--- config.mk ---
export PLATFORM = sky130hd
export DESIGN_NAME = trsq8_timer
export DESIGN_NICKNAME = d
export VERILOG_FILES = /design/src/rtl/trsq8_timer.sv
export SDC_FILE = /design/constraint.sdc
export NUM_CORES = 1
export LEC_CHECK = 0
export CAP_MARGIN = 20
export CORE_AREA = 2 2 72 74
export CTS_BUF_LIST = sky130_fd_sc_hd__clkbuf_8 sky130_fd_sc_hd__clkbuf_16
export CTS_CLUSTER_SIZE = 14
export DETAILED_ROUTE_END_ITERATION = 8
export DIE_AREA = 0 0 74 76
export PLACE_DENSITY = 0.62
export SLEW_MARGIN = 20
export SYNTH_ARGS = -nofsm -noshare
export SYNTH_HDL_FRONTEND = slang
export SYNTH_SLANG_ARGS = --single-unit
--- constraint.sdc ---
create_clock -name clk_ip -period 2.5 [get_ports clk_ip]
set_input_delay 0.375 -clock clk_ip [delete_from_list [all_inputs] [get_ports clk_ip]]
set_output_delay 0.375 -clock clk_ip [all_outputs]
set_load 0.02 [all_outputs]
--- src/rtl/trsq8_timer.sv ---
// trsq8_timer: 8-bit interval timer on the TRSQ8 peripheral bus.
// Four registers at BASE_ADDR..BASE_ADDR+3: CTRL, PERIOD, COUNT, STATUS.
module trsq8_timer #(
  parameter logic [7:0] BASE_ADDR = 8'h10
) (
  input  logic       clk_ip,
  input  logic       reset_ip,
  input  logic [7:0] addr_ip,
  input  logic [7:0] data_ip,
  output logic [7:0] data_op,
  input  logic       wr_en_ip,
  input  logic       rd_en_ip,
  output logic       irq_op
);

  localparam int unsigned DW = 8;
  localparam int unsigned PW = 4;

  localparam logic [1:0] OFF_CTRL   = 2'd0;
  localparam logic [1:0] OFF_PERIOD = 2'd1;
  localparam logic [1:0] OFF_COUNT  = 2'd2;
  localparam logic [1:0] OFF_STATUS = 2'd3;

  logic          en_q, en_d;
  logic          auto_q, auto_d;
  logic          irq_en_q, irq_en_d;
  logic [PW-1:0] presc_q, presc_d;
  logic [PW-1:0] pc_q, pc_d;
  logic [DW-1:0] period_q, period_d;
  logic [DW-1:0] count_q, count_d;
  logic          ovf_q, ovf_d;
  logic          irq_q, irq_d;

  logic          sel;
  logic          wr_ctrl, wr_period, wr_count, wr_status;
  logic          tick;
  logic          ovf_evt;
  logic [DW-1:0] rdata;

  // Address decode and write strobes per register.
  always_comb begin
    sel       = (addr_ip[7:2] == BASE_ADDR[7:2]);
    wr_ctrl   = sel && wr_en_ip && (addr_ip[1:0] == OFF_CTRL);
    wr_period = sel && wr_en_ip && (addr_ip[1:0] == OFF_PERIOD);
    wr_count  = sel && wr_en_ip && (addr_ip[1:0] == OFF_COUNT);
    wr_status = sel && wr_en_ip && (addr_ip[1:0] == OFF_STATUS);
  end

  // Prescaler tick; a COUNT write in the same cycle swallows the counter event.
  always_comb begin
    tick    = en_q && (pc_q == presc_q);
    ovf_evt = tick && !wr_count && (count_q >= period_q);
  end

  // Next-state: timer progression first, then bus writes override.
  always_comb begin
    en_d     = en_q;
    auto_d   = auto_q;
    irq_en_d = irq_en_q;
    presc_d  = presc_q;
    pc_d     = pc_q;
    period_d = period_q;
    count_d  = count_q;
    ovf_d    = ovf_q;

    if (en_q) begin
      pc_d = tick ? '0 : PW'(pc_q + PW'(1));
    end

    if (tick && !wr_count) begin
      count_d = ovf_evt ? '0 : DW'(count_q + DW'(1));
    end

    // Overflow set has priority over a same-cycle write-1-clear.
    if (wr_status && data_ip[0]) begin
      ovf_d = 1'b0;
    end
    if (ovf_evt) begin
      ovf_d = 1'b1;
      if (!auto_q) begin
        en_d = 1'b0;
      end
    end

    if (wr_ctrl) begin
      en_d     = data_ip[0];
      auto_d   = data_ip[1];
      irq_en_d = data_ip[2];
      presc_d  = data_ip[7:4];
      if (!en_q && data_ip[0]) begin
        pc_d = '0;
      end
    end
    if (wr_period) begin
      period_d = data_ip;
    end
    if (wr_count) begin
      count_d = data_ip;
    end

    irq_d = ovf_d && irq_en_d;
  end

  // State register with synchronous reset.
  always_ff @(posedge clk_ip) begin
    if (reset_ip) begin
      en_q     <= 1'b0;
      auto_q   <= 1'b0;
      irq_en_q <= 1'b0;
      presc_q  <= '0;
      pc_q     <= '0;
      period_q <= 8'hFF;
      count_q  <= '0;
      ovf_q    <= 1'b0;
      irq_q    <= 1'b0;
    end else begin
      en_q     <= en_d;
      auto_q   <= auto_d;
      irq_en_q <= irq_en_d;
      presc_q  <= presc_d;
      pc_q     <= pc_d;
      period_q <= period_d;
      count_q  <= count_d;
      ovf_q    <= ovf_d;
      irq_q    <= irq_d;
    end
  end

  // Zero-latency read mux; drives zero when not selected so responders can be OR-ed.
  always_comb begin
    rdata = '0;
    if (sel && rd_en_ip) begin
      case (addr_ip[1:0])
        OFF_CTRL:   rdata = {presc_q, 1'b0, irq_en_q, auto_q, en_q};
        OFF_PERIOD: rdata = period_q;
        OFF_COUNT:  rdata = count_q;
        default:    rdata = {6'b0, en_q, ovf_q};
      endcase
    end
  end

  assign data_op = rdata;
  assign irq_op  = irq_q;

endmodule

==> flow_summary.yaml <==
status:
  status: "finished, final reports clean"
layout:
  final_core_util_pct: 49.2
  final_layout_size_suffix_gt1_share_pct: 17.3
  area_growth_pct: 28.8
  final_cell_mix: "a21oi_1, dfxtp_1, nor2_1, nand2_1"
  final_common_cell: "a21oi_1"
  n_antenna_cell: 0
  fin_nets: 313
floorplanning:
  initial_core_util_pct: 38.2
  rows: 26
  die-width_um: 74
  die-area_sq_um: 5620
  die_y_um: 76
  ioPinCount: 29
  core_sq_um: 4910
route:
  wl_per_cell_um: 15.6
  remaining_drc_errors: 0
  wl_um: 5540
  drtIter0Drc: 100
  vias: 1911
  antenna_left: 0
  firstDrtPassIters: 4
  vias_per_cell: 5.40
worst_setup_path:
  criticalPathCategory: "in2out"
  r2r_cells: 8
  startpoint: "addr_ip[3]"
  cp-start-kind: "primary input"
  worstPathArrival_ns: 2.05
  crit_fanout: 6
  reg2reg_from: "period_q[1]$_SDFFE_PP1P_"
  rr_endpoint: "count_q[1]$_SDFFE_PP0P_"
  cp-end-kind: "output port"
  crit_required_ns: 2.12
  rrSetupSlack_ns: 0.34
synth:
  synth.distinct_cells: 46
  yosys.area.top_type_share_pct: 31.0
  syn-num-nets: 272
  ys_async_sr_fraction_pct: 0
  yosys_register_bits: 29
  ys_warn_count: 0
  synth_enable_flop_cells: 0
  avgSynthCellArea_sq_um: 7.75
  synthTopCellsByArea: "dfxtp_1, a21oi_1, ha_1"
  seq_area_frac_synth_pct: 31.0
  syn_area_sq_um: 1870
  synth_cells: 242
  ys.flop_type: "dfxtp_1"
  yosysTopAreaCell: "dfxtp_1"
grt:
  grtUsageMet2_pct: 30.7
  busiest_layer: "met2"
  antenna_found_initial: 0
  met1_usage_pct: 28.6
  use_met3_pct: 3.97
  grt_max_degree: 14
  grt_pass1_wl_um: 8820
  overflow: 0
  grt_pass1_vias: 1777
  grtUsageTotal_pct: 20.4
sta:
  fmax_mhz: 413
  setup_ws_ns: 0.0767
  whs_ns: 0.480
  slew_headroom_pct: 70.2
  finalHoldViolCount: 0
  slew_viol_final: 0
  finClkSkew_ns: 0.00537
  finalSetupViolations: 0
  worst_slew_pin_slew_ns: 0.441
  min_period_ns: 2.42
  fin_crit_sh_pct: 96.9
pwr:
  irDropWorstVdd_uv: 201
  p_clk_share_pct: 41.0
  p_int_w: 0.000707
  comb_power_share_pct: 10.7
  seq_power_share_pct: 48.3
  p_per_area_nw_per_um2: 397
  swShare_pct: 26.2
  power_switching_w: 0.000251
  leakage_nw: 0.981
clock_network:
  htree_levels: 2
  clock_sinks: 29
  clockRootBuffer: "clkbuf_8"
  cts_tree: "done"
  cts.clk_slew.worst_paths_ns: 0.06
  clk_latency_ns: 0.29
  cts_max_path_buffers: 2
  holdBufCountCts: 0
  cts_buffers: 5
placed_design:
  place_ws_ns: -0.462
  globalplace.congestion: 0.852
  io_buffer_count: 28
  hpwl_um: 4190
job:
  cap_violations: 0
min_path:
  hold_class: "reg2reg"
  hold_path_end: "auto_q$_SDFFE_PP0P_"
  holdPathStages: 2
  hp-start: "auto_q$_SDFFE_PP0P_"
[power groups by stage]
stage,registers (W),logic [W],clock network [W]
floorplan,0.000474,0.0000382,0
global placement,0.000474,0.0000991,0
detailed placement,0.000474,0.0000996,0
CTS,0.000463,0.000100,0.000397
global route,0.000463,0.000110,0.000424
finish,0.000463,0.000102,0.000393
[stage by stage]
stage	area, sq um	TNS [ns]	std cells	power [W]
2_1_floorplan	1870	0	242	0.000512
3_3_place_gp	2350	-2.85	346	0.000573
3_5_place_dp	2350	-3.39	346	0.000573
4_1_cts	2450	-0.00640	354	0.000961
5_1_grt	2410	-0.00606	354	0.000997
6_report	2410	0	354	0.000958
[worst max-delay path, cell delays in order]
cell	delay, ns
clkdlybuf4s50_1	0.43
or4b_4	0.57
nor3_4	0.22
nand2_2	0.13
nor2_1	0.14
buf_2	0.17
[repair_timing]
item | in CTS | in global routing
setup buffers | 0 | 0
pin swaps | 0 | 2
setup endpoints to repair | 8 | 8
resized for setup | 26 | 11
[metal layers]
layer / up-vias / wire, um
met5: - / 0
met4: 0 / 116
met3: 10 / 305
met2: 46 / 2550
met1: 887 / 2570
li1: 968 / -
[flip-flops by register name, indices dropped and copies added (netlist names)]
signal and cells:
count_q 8, irq_op 1, ovf_q 1, period_q 8, en_q 1, presc_q 4, auto_q 1, pc_q 4
irq_en_q 1
[logic make-up after synthesis]
group	Yosys count	synth area share (%)
muxes	8	5.61
DFF	29	31.0
buffers and inverters	27	5.61
AOI/OAI and AO/OA	65	22.6
xor gates and xnor gates	6	2.80
and+or+nand+nor	97	25.7
adders and majority gates	10	6.68
[cells in the mapped netlist (4+ instances only)]
cell and number:
a2111oi_0 5, a21oi_1 30, a32oi_1 6, and3_1 4, clkbuf_1 10, dfxtp_1 29, ha_1 10, inv_1 13
mux2i_1 6, nand2_1 28, nand3_1 12, nor2_1 27, nor3_1 4, o211ai_1 6, o21ai_0 6, xor2_1 4
[how the worst max path moves through the flow]
stage / to / slack, ns / cells past startpoint
after floorplan: data_op[2] / 0.36 / 5
after global placement: data_op[2] / -0.40 / 6
after detailed placement: data_op[5] / -0.46 / 6
after CTS: data_op[5] / -0.006 / 6
after global routing: data_op[3] / -0.006 / 6
final: data_op[5] / 0.08 / 6
[area by class of cell]
cell class | instances | area, sq um
fill | 522 | 2500
clock inverter | 3 | 17.5
tap | 70 | 87.6
multi-input combinational | 186 | 1210
clock buffer | 5 | 68.8
sequential | 29 | 581
timing repair buffer | 48 | 405
inverter | 13 | 48.8
(Power assumes the default switching activity.)
